`config.mk`:
```
export PLATFORM = sky130hd
export DESIGN_NAME = frame_sequencer_flat
export DESIGN_NICKNAME = d
export VERILOG_FILES = /design/src/rtl/frame_sequencer_pkg.sv /design/src/rtl/frame_sequencer_if.sv /design/src/rtl/frame_sequencer_raster_counter.sv /design/src/rtl/frame_sequencer.sv /design/src/flat_wrapper.sv
export SDC_FILE = /design/constraint.sdc
export NUM_CORES = 1
export LEC_CHECK = 0
export CAP_MARGIN = 20
export CORE_UTILIZATION = 41
export DETAILED_ROUTE_END_ITERATION = 10
export PLACE_DENSITY_LB_ADDON = 0.15
export SKIP_LAST_GASP = 1
export SLEW_MARGIN = 20
export SYNTH_ARGS = -nofsm -noshare
export SYNTH_HDL_FRONTEND = slang
export SYNTH_SLANG_ARGS = --single-unit
export TNS_END_PERCENT = 30
```
`constraint.sdc`:
```
create_clock -name clk -period 3.21 [get_ports clk]
set_input_delay 0.321 -clock clk [delete_from_list [all_inputs] [get_ports clk]]
set_output_delay 0.321 -clock clk [all_outputs]
set_load 0.01 [all_outputs]
```
`src/rtl/frame_sequencer_pkg.sv`:
```
// Shared frame geometry globals and the sequencer state encoding.
// Defines are guarded so a surrounding build can override them.
`ifndef FRAME_WIDTH
`define FRAME_WIDTH 8
`endif
`ifndef FRAME_HEIGHT
`define FRAME_HEIGHT 4
`endif
`ifndef PIXEL_SIZE
`define PIXEL_SIZE 24
`endif
`ifndef SEQ_LATENCY
`define SEQ_LATENCY(w) ((w) + 2)
`endif

package frame_sequencer_pkg;

    typedef enum logic [1:0] {
        SEQ_IDLE   = 2'd0,
        SEQ_ACTIVE = 2'd1,
        SEQ_FLUSH  = 2'd2
    } seq_state_t;

endpackage

```
`src/rtl/frame_sequencer_if.sv`:
```
// Upstream valid/ready pixel stream feeding the frame sequencer.
interface frame_sequencer_if #(
    parameter int PIXEL_SIZE = `PIXEL_SIZE
);
    logic                  in_valid;
    logic [PIXEL_SIZE-1:0] in_data;
    logic                  in_ready;

    modport master (output in_valid, in_data, input in_ready);
    modport slave  (input in_valid, in_data, output in_ready);
endinterface

```
`src/rtl/frame_sequencer_raster_counter.sv`:
```
// Raster-order (x, y) counter with synchronous clear; last flags the final pixel.
module raster_counter #(
    parameter int W = 8,
    parameter int H = 4
) (
    input  logic                 clk,
    input  logic                 reset_n,
    input  logic                 clr,
    input  logic                 inc,
    output logic [$clog2(W)-1:0] x,
    output logic [$clog2(H)-1:0] y,
    output logic                 last
);
    localparam int XW = $clog2(W);
    localparam int YW = $clog2(H);
    localparam logic [XW-1:0] X_LAST = XW'(W - 1);
    localparam logic [YW-1:0] Y_LAST = YW'(H - 1);

    logic x_last;
    assign x_last = (x == X_LAST);
    assign last   = x_last && (y == Y_LAST);

    // NOTE: nonblocking assignments so x and y both update from pre-edge values.
    always_ff @(posedge clk or negedge reset_n) begin
        if (!reset_n) begin
            x <= '0;
            y <= '0;
        end else if (clr) begin
            x <= '0;
            y <= '0;
        end else if (inc) begin
            if (x_last) begin
                x <= '0;
                y <= (y == Y_LAST) ? '0 : y + 1'b1;
            end else begin
                x <= x + 1'b1;
            end
        end
    end
endmodule

```
`src/rtl/frame_sequencer.sv`:
```
// Feeds one gap-free frame into the pixel pipeline, flushes it with zeros,
// and tags the delayed pipeline output with its raster coordinate.
module frame_sequencer
    import frame_sequencer_pkg::*;
#(
    parameter int FRAME_WIDTH  = `FRAME_WIDTH,
    parameter int FRAME_HEIGHT = `FRAME_HEIGHT,
    parameter int LATENCY      = `SEQ_LATENCY(FRAME_WIDTH)
) (
    input  logic                            clk,
    input  logic                            reset_n,
    input  logic                            start,
    frame_sequencer_if.slave                up,
    output logic [`PIXEL_SIZE-1:0]          pix_data,
    output logic                            pix_en,
    output logic                            pix_hsync,
    output logic                            pix_vsync,
    output logic                            out_valid,
    output logic [$clog2(FRAME_WIDTH)-1:0]  out_x,
    output logic [$clog2(FRAME_HEIGHT)-1:0] out_y,
    output logic                            out_border,
    output logic                            busy,
    output logic                            done,
    output logic                            underrun
);
    localparam int XW = $clog2(FRAME_WIDTH);
    localparam int YW = $clog2(FRAME_HEIGHT);
    localparam int LW = $clog2(LATENCY + 1);
    localparam logic [XW-1:0] X_LAST  = XW'(FRAME_WIDTH - 1);
    localparam logic [YW-1:0] Y_LAST  = YW'(FRAME_HEIGHT - 1);
    localparam logic [LW-1:0] LAG_MAX = LW'(LATENCY);

    seq_state_t    state;
    logic [LW-1:0] lag;
    logic [XW-1:0] in_x;
    logic [YW-1:0] in_y;
    logic          in_last;
    logic          out_last;
    logic          active;

    raster_counter #(.W(FRAME_WIDTH), .H(FRAME_HEIGHT)) u_in_cnt (
        .clk(clk), .reset_n(reset_n), .clr(state == SEQ_IDLE), .inc(active),
        .x(in_x), .y(in_y), .last(in_last)
    );

    raster_counter #(.W(FRAME_WIDTH), .H(FRAME_HEIGHT)) u_out_cnt (
        .clk(clk), .reset_n(reset_n), .clr(state == SEQ_IDLE), .inc(out_valid),
        .x(out_x), .y(out_y), .last(out_last)
    );

    // Pixel-side signals decode the registered state directly, so the pixel
    // accepted in a cycle is on pix_data in that same cycle.
    assign active      = (state == SEQ_ACTIVE);
    assign busy        = (state != SEQ_IDLE);
    assign up.in_ready = active;
    assign pix_en      = active;
    assign pix_data    = (active && up.in_valid) ? up.in_data : '0;
    assign pix_hsync   = active && (in_x == X_LAST) && (in_y != Y_LAST);
    assign pix_vsync   = active && in_last;

    assign out_valid  = busy && (lag == LAG_MAX);
    assign out_border = out_valid && ((out_x == '0) || (out_x == X_LAST) ||
                                      (out_y == '0) || (out_y == Y_LAST));

    // The last tagged result coincides with the final flush cycle, so the
    // output counter doubles as the flush length counter.
    always_ff @(posedge clk or negedge reset_n) begin
        if (!reset_n) begin
            state    <= SEQ_IDLE;
            lag      <= '0;
            underrun <= 1'b0;
            done     <= 1'b0;
        end else begin
            done <= 1'b0;
            case (state)
                SEQ_IDLE: begin
                    lag <= '0;
                    if (start) begin
                        state    <= SEQ_ACTIVE;
                        underrun <= 1'b0;
                    end
                end
                SEQ_ACTIVE: begin
                    if (!up.in_valid) underrun <= 1'b1;
                    if (in_last)      state    <= SEQ_FLUSH;
                end
                SEQ_FLUSH: begin
                    if (out_valid && out_last) begin
                        state <= SEQ_IDLE;
                        done  <= 1'b1;
                    end
                end
                default: state <= SEQ_IDLE;
            endcase
            if (state != SEQ_IDLE && lag != LAG_MAX) lag <= lag + 1'b1;
        end
    end
endmodule

```
`src/flat_wrapper.sv`:
```
// flat-port wrapper written by rule: the top's interface ports become plain ports
module frame_sequencer_flat import frame_sequencer_pkg::*;
#(
    parameter int FRAME_WIDTH  = `FRAME_WIDTH,
    parameter int FRAME_HEIGHT = `FRAME_HEIGHT,
    parameter int LATENCY      = `SEQ_LATENCY(FRAME_WIDTH)
)
  (clk, reset_n, start, pix_data, pix_en, pix_hsync, pix_vsync, out_valid, out_x, out_y, out_border, busy, done, underrun, up_in_valid, up_in_data, up_in_ready);
  frame_sequencer_if #(.PIXEL_SIZE((`PIXEL_SIZE))) up_i ();
  input  logic clk;
  input  logic reset_n;
  input  logic start;
  output logic [`PIXEL_SIZE-1:0] pix_data;
  output logic pix_en;
  output logic pix_hsync;
  output logic pix_vsync;
  output logic out_valid;
  output logic [$clog2(FRAME_WIDTH)-1:0] out_x;
  output logic [$clog2(FRAME_HEIGHT)-1:0] out_y;
  output logic out_border;
  output logic busy;
  output logic done;
  output logic underrun;
  input wire logic [$bits(up_i.in_valid)-1:0] up_in_valid;
  input wire logic [$bits(up_i.in_data)-1:0] up_in_data;
  output wire logic [$bits(up_i.in_ready)-1:0] up_in_ready;
  assign up_i.in_valid = up_in_valid;
  assign up_i.in_data = up_in_data;
  assign up_in_ready = up_i.in_ready;
  frame_sequencer #(.FRAME_WIDTH(FRAME_WIDTH), .FRAME_HEIGHT(FRAME_HEIGHT), .LATENCY(LATENCY)) u_core (.clk(clk), .reset_n(reset_n), .start(start), .up(up_i), .pix_data(pix_data), .pix_en(pix_en), .pix_hsync(pix_hsync), .pix_vsync(pix_vsync), .out_valid(out_valid), .out_x(out_x), .out_y(out_y), .out_border(out_border), .busy(busy), .done(done), .underrun(underrun));
endmodule
```
* Word level (Yosys, flattened, before mapping)
Index checks and enable logic that the tools add are counted.
** Storage, ports and cells
- Input port bits :: 28
- Logic and storage cells :: 78
- Flip-flop bits (word level) :: 18
** Operators by class
- Add/subtract/negate cells :: 5
- Eq/ne operators :: 13
- Muxes and demuxes :: 26
- Reductions and logical operators :: 26
** Operators by type and width (count)
- two-way mux 24 bit :: 1
- two-way mux 2 bit :: 11
- two-way mux 3 bit :: 6
- nonzero test 2 bit :: 6
- logical AND 1 bit :: 10
- two-way mux 4 bit :: 2
- adder 3 x 1 -> 3 bit, second input constant :: 2
- equality test 2 bit, second input constant :: 3
- equality test 3 bit, second input constant :: 2
- != test 2 bit, second input constant :: 3
- one-hot mux 2 bit (3 select lines) :: 1
- AND reduction 3 bit :: 2
- adder 2 x 1 -> 2 bit, second input constant :: 2
- adder 4 x 1 -> 4 bit, second input constant :: 1
- equality test 4 bit, second input constant :: 1
- logical NOT 2 bit :: 2
- two-way mux 1 bit :: 4
- != test 2 x 1 -> 1 bit, second input constant :: 2
- != test 4 bit, second input constant :: 1
- AND reduction 2 bit :: 2
- logical NOT 3 bit :: 1
- logical OR 1 bit :: 3
- equality test 2 x 1 -> 1 bit, second input constant :: 1
- one-hot mux 1 bit (2 select lines) :: 1

* Logic depth before layout (Yosys ltp)
Gate-level depths: netlist of run 1.
- Depth after elaboration :: 5
- Mapped depth :: 6
- Mapped depth without buffers :: 5

* Cells and area by module
From an unflattened synthesis of run 1, not the netlist that was laid out.
** Second synthesis, totals
- Cells, all modules :: 122
- Area, all modules :: 1189.9 µm²
** Modules (own cells, without submodules)
- frame_sequencer :: cells an instance 76, area an instance 634.4 µm², times used 1
- raster_counter :: cells an instance 23, area an instance 277.8 µm², times used 2

* Worst setup path before layout of run 1
Ideal clock, no wire load.
- Path kind :: flip-flop to output port
- From :: register u_core.u_out_cnt.x[0]
- To :: output port out_border
- Arrival time :: 1.216 ns
- Cell stages (with the launch flop) :: 6
- Setup slack :: 1.673 ns
- Required time :: 2.889 ns
- Cell sequence :: dfrtp_1 -> inv_1 -> ha_1 -> nor2b_1 -> a2111oi_0 -> nor3_1
** On the way
- Longest elaborated chain between the ends :: 5
- Elaborated cells between the ends (all ways) :: 6
- Classes of those cells :: eq/ne: 1; reduce/logical: 5
** Ends and longest elaborated chain
- from (decl) :: RTL line frame_sequencer_raster_counter.sv:10 : output logic [$clog2(W)-1:0] x,
- from (signal assigned) :: RTL line frame_sequencer_raster_counter.sv:36 : x <= x + 1'b1;
- equality test 3 bit / logical NOT 3 bit (equally long branches) :: RTL line frame_sequencer.sv:62 : assign out_border = out_valid && ((out_x == '0) || (out_x == X_LAST) ||
- logical OR 1 bit (*) (2 in series) :: RTL line frame_sequencer.sv:62
- logical OR 1 bit (*) :: RTL line frame_sequencer.sv:63 : (out_y == '0) || (out_y == Y_LAST));
- logical AND 1 bit (*) :: RTL line frame_sequencer.sv:62
- to (decl) :: RTL line flat_wrapper.sv:20 : output logic out_border;
Mark *: on every way between the ends. The rest lies on a longest branch, timed or not.

* Worst setup path in the final report of run 1
Same ends and word-level chain as after synthesis.

==> results of run 1 <==
metrics by stage:
stage	utilization	setup slack [ns]	hold slack (ns)	std cells	instance area [µm²]
3_5_place_dp	0.6604	0.9378	0.4938	217	1805
3_3_place_gp	0.6604	0.9496	0.4705	217	1805
4_1_cts	0.6687	0.8459	0.5052	220	1828
5_1_grt	0.6687	0.7388	0.5340	220	1828
2_1_floorplan	-	1.673	0.02541	129	1172
6_report	0.6687	0.8657	0.4845	220	1828
cell usage after synthesis (3+ instances only):
master / n / share of area
and3_1: 24 / 0.13
dfrtp_1: 18 / 0.38
nand2_1: 13 / 0.042
ha_1: 10 / 0.11
inv_1: 8 / 0.026
nor2_1: 7 / 0.022
buf_4: 5 / 0.032
o21ai_0: 5 / 0.021
a21oi_1: 3 / 0.013
clkbuf_1: 3 / 0.0096
nand3_1: 3 / 0.013
nor2b_1: 3 / 0.016
nor3_1: 3 / 0.013
per-layer routing:
layer / global-route usage / wire [µm]
met3: 0.06089 / 230
met4: 0.08929 / 42
met1: 0.2481 / 1297
met5: 0 / 0
met2: 0.3373 / 1356
final timing paths:
| check | startpoint | to | depth (start not counted) |
|---|---|---|---|
| min in group clk | u_core.u_in_cnt.x[1] | u_core.u_in_cnt.x[1] | 2 |
| worst min register to register | u_core.u_in_cnt.x[1] | u_core.u_in_cnt.x[1] | 2 |
| worst max register to register | u_core.lag[0] | u_core.state[1] | 5 |
| worst min-delay path | reset_n | u_core.u_out_cnt.x[0] | 1 |
| worst max-delay path | u_core.u_out_cnt.x[0] | out_border | 6 |
| max in group asynchronous | reset_n | u_core.lag[3] | 1 |
sequential cells by signal, indices dropped and copies added, names as in the netlist:
name / count
u_core.done: 1
u_core.lag: 4
u_core.state: 2
u_core.u_in_cnt.x: 3
u_core.u_in_cnt.y: 2
u_core.u_out_cnt.x: 3
u_core.u_out_cnt.y: 2
u_core.underrun: 1
report_power, final:
part | switching [mW] | internal (mW)
Clock | 0.0676 | 0.0437
Combinational | 0.255 | 0.311
Sequential | 0.0752 | 0.307
worst max-delay path, cell delays in order, from the launching register on:
cell	delay, ns
dfrtp_1	0.42
inv_1	0.07
ha_1	0.19
nor2b_1	0.12
a2111oi_0	0.35
nor3_1	0.08
clkdlybuf4s50_1	0.50
kinds of logic (layout without fill, tap and decap cells):
kind of cell	count (synthesis)	in the layout
buffers and inverters	18	78
and+or+nand+nor	64	64
adders and majority gates	10	10
xor gates and xnor gates	3	3
DFF	18	18
AOI/OAI and AO/OA	16	16
final cells by class:
| cell class | instances | area (µm²) |
|---|---|---|
| sequential | 18 | 450.4 |
| tap | 31 | 38.79 |
| clock buffer | 3 | 22.52 |
| inverter | 8 | 30.03 |
| multi-input combinational | 93 | 620.6 |
| timing repair buffer | 67 | 665.6 |
| fill | 243 | 905.9 |
==> flow_summary.toml, run 1 <==
[min_path]
hold_path.class = "in -> async"

[status]
outcome = "finished, final reports clean"

[cts]
path_clk_slew_ns = 0.10
cts_hold_buf = 0
cts_tree = "built"
cts_buffers = 3
clkLatencyLatePin_ns = 0.29
htreeDepth = 1
ctsRootBufferMaster = "clkbuf_4"
cts_sinks = 18
cts_setup_buffers = 0
clock_path_buffers = 2
cts_resized = 0

[placed_design]
io_buffers = 65
dp_hpwl_um = 2260
gp_congestion = 0.8033

[synthesis]
synth_edf_count = 0
synth_top_family_by_area = "simple AND/OR/NAND/NOR gates"
synth_mux_area_frac = 0
synth_compound_area_frac = 0.09072
synthFlopType = "dfrtp_1"
synth-xor-area-share = 0.02241
synth-simple-area-share = 0.3095
async_flop_share = 1.000
synth_cell_types = 32
ys_seq_area_frac = 0.3842
synthCells = 129
synth_nets = 167
synth_fa_ha_area_frac = 0.1067
synth_area_um2 = 1172
ys_ff_latch = 18
yosysWarnings = 0
syn_avg_cell_area_um2 = 9.088

[global_routing]
first_global_vias = 1186
overflow = 0
grt_max_degree = 26
grt.total_usage = 0.2051
grt_pass1_wl_um = 5057
antenna_found_initial = 0

[worst_setup_path]
required_ns = 2.89
path_max_fanout = 5
arrival_ns = 2.02
r2r_slack_ns = 1.67
critPathKind = "reg -> out"
critPathLaunchType = "register"
endpoint_kind = "output port"

[power]
total_power_mw = 1.060
powerDensity_nw_per_um2 = 579.9
p_leak_nw = 0.8458
max-vdd-ir-drop_mv = 0.3644

[cells_and_area]
num_antenna_cells = 0
most-common-layout-cells = "clkdlybuf4s50_1 (65), and3_1 (24), dfrtp_1 (18)"
drive_gt1_frac = 0.04762
final_common_cell = "clkdlybuf4s50_1"
area_growth_pct = 55.92
num-nets-final = 229

[sta]
rsz0062_at_grt = "false"
final.setup.tns_ns = 0
fin_crit_ns = 2.344
period_share = 0.7303
max_freq_ghz = 0.4266
clock_skew_ns = 0.002803
hold_violations = 0
max_slew_margin = 0.4648
maxSlewViolCount = 0
worst_pin_slew_ns = 0.8003
setup_violations = 0

[route]
ant_nets = 0
drt-total-wl_um = 2926
drcViolationCount = 0
drt-initial-drc-count = 12
post_drt_wl_per_cell_um = 13.30
viasPerCell = 5.241
dr_total_vias = 1153
drt_first_pass_iters = 3

[die]
fp-row-count = 19
fp.dieW_um = 55.48
die_h_um = 55.48
dieArea_um2 = 3077
initial_core_util = 0.4288
core_area_um2 = 2734
ios = 66

[flow_run]
cap_violations = 0
Power figures use the tool's default switching activity.
==> run 2: changes to the inputs <==
- CORE_UTILIZATION: 41 -> 34
- clock period: 3.21 -> 2 ns (I/O delays scaled with it)
==> run 2 against run 1 <==
  * Total power increased by 75%
  * Non-clock buffer count grew 11
  * Clock skew grew 0.00098 ns
  * Die area is 20% higher
  * Final area is 8.7% higher
  * Utilization down 3.8 points
  * Combinational power is 80% higher
  * Count of clock-buffer cells in the layout rose by 1
  * Global-route usage fell by 1.5 points
  * Hold slack got worse by 0.26 ns
==> flow_summary.toml, run 2 (synthesis results as in run 1) <==
[worst_setup_path]
required_ns = 1.80
arrival_ns = 1.80
critPathMaxStageDelay_ns = 0.54
crit_chain = "nor2b_4, buf_4, and3_1, clkdlybuf4s50_1"
endpoint_kind = "output port"
crit_family = "buffers and inverters"
crit_slowest_cell = "clkdlybuf4s50_1"
critPathLaunchType = "register"
cp_num_buf_inv = 2
critPathKind = "reg -> out"
path_max_fanout = 14
r2r_slack_ns = 0.41

[power]
switching_power_mw = 0.6801
max-vdd-ir-drop_mv = 0.5984
p_leak_nw = 1.032
powerDensity_nw_per_um2 = 931.7
combPwrFrac = 0.551
switching_share = 0.3674
pwr-share-clk = 0.122
p_int_mw = 1.171
power.share.sequential = 0.328

[sta]
setup_violations = 0
period_share = 0.9990
hold_violations = 0
max_slew_margin = 0.7158
fin_crit_ns = 1.998
clock_skew_ns = 0.003785
worst_pin_slew_ns = 0.4258
timing.final.ws_setup_ns = 0.002017
maxSlewViolCount = 0
max_freq_ghz = 0.5005
rsz0062_at_grt = "true"

[cts]
htreeDepth = 1
clock_path_buffers = 2
cts_hold_buf = 0
path_clk_slew_ns = 0.11
cts_sinks = 18
ctsRootBufferMaster = "clkbuf_4"
cts_buffers = 3
cts_tree = "built"
clkLatencyLatePin_ns = 0.29

[die]
die_h_um = 60.72
ios = 66
fp-row-count = 20
fp.dieW_um = 60.72
core_area_um2 = 3153
dieArea_um2 = 3687
initial_core_util = 0.3718

[global_routing]
first_global_vias = 1150
overflow = 0
grt_pass1_wl_um = 5202
grt_max_degree = 30
antenna_found_initial = 0
grt.total_usage = 0.1905

[route]
dr_total_vias = 1195
drt_first_pass_iters = 4
post_drt_wl_per_cell_um = 13.76
drt-total-wl_um = 3371
drt-initial-drc-count = 27
drcViolationCount = 0
viasPerCell = 4.878
ant_nets = 0

[cells_and_area]
layout.cells.non_filler = 245
num_antenna_cells = 0
top_regs = "u_core.lag x4, u_core.u_in_cnt.x x3, u_core.u_out_cnt.x x3"
most-common-layout-cells = "clkdlybuf4s50_1 (56), and3_1 (24), dfrtp_1 (17)"
top_register = "u_core.lag"
drive_gt1_frac = 0.1244
num-nets-final = 240
largest_reg_flops = 4
area_growth_pct = 69.48
final_common_cell = "clkdlybuf4s50_1"
fillCellCount = 292

[placed_design]
gp_congestion = 0.7435
io_buffers = 65
dp.cells = 235
dp_hpwl_um = 2544
pre_cts_slack_ns = 0.09847

[flow_run]
cap_violations = 0

[status]
outcome = "finished, final reports clean"

[min_path]
hold_path.class = "in -> async"
==> run 2: per-layer routing <==
| metal | vias to the layer above | GRT usage | wire length, µm |
|---|---|---|---|
| met5 | - | 0 | 0 |
| met4 | 0 | 0.06818 | 19 |
| met3 | 2 | 0.03198 | 291 |
| met2 | 52 | 0.3548 | 1606 |
| met1 | 548 | 0.2182 | 1454 |
| li1 | 593 | - | - |
==> run 2: metrics by stage <==
stage	power (mW)	utilization	hold slack, ns	setup TNS [ns]	cell area, µm²
floorplan	1.165	-	-0.09559	0	1172
global placement	1.498	0.5897	0.4734	0	1859
detailed placement	1.546	0.5897	0.4877	0	1859
CTS	1.814	0.6115	0.2227	-0.7952	1928
global route	2.029	0.6302	0.2472	-1.349	1987
finish	1.851	0.6302	0.2233	0	1987
==> run 2: worst paths after layout <==
check,from,endpoint,depth (start not counted)
max,u_core.state[0],pix_data[16],4
min,reset_n,u_core.u_out_cnt.y[1],2
max reg2reg,u_core.lag[0],u_core.u_out_cnt.x[0],6
min reg2reg,u_core.u_in_cnt.x[1],u_core.u_in_cnt.x[1],2
max in group asynchronous,reset_n,u_core.state[1],2
min in group clk,u_core.u_in_cnt.x[1],u_core.u_in_cnt.x[1],2
==> run 2: power by group through the flow <==
stage / clock (mW) / combinational (mW) / sequential (mW)
after floorplan: 0 / 0.570 / 0.595
after global placement: 0 / 0.900 / 0.597
after detailed placement: 0 / 0.937 / 0.609
after CTS: 0.235 / 0.980 / 0.599
after global routing: 0.242 / 1.15 / 0.633
final: 0.225 / 1.02 / 0.606
==> run 2: layout make-up <==
class	count	area, µm²	share of cell area
sequential	18	451.7	0.2273
tap	44	55.05	0.02771
inverter	8	30.03	0.01511
timing repair buffer	78	767.0	0.3860
clock buffer	4	36.28	0.01826
multi-input combinational	93	646.9	0.3256
==> run 2: repair_timing <==
item	4_1_cts	5_1_grt
setup buffers	4	1
resized for setup	4	15
setup endpoints to repair	28	28
gates cloned	0	1
pin swaps	0	0
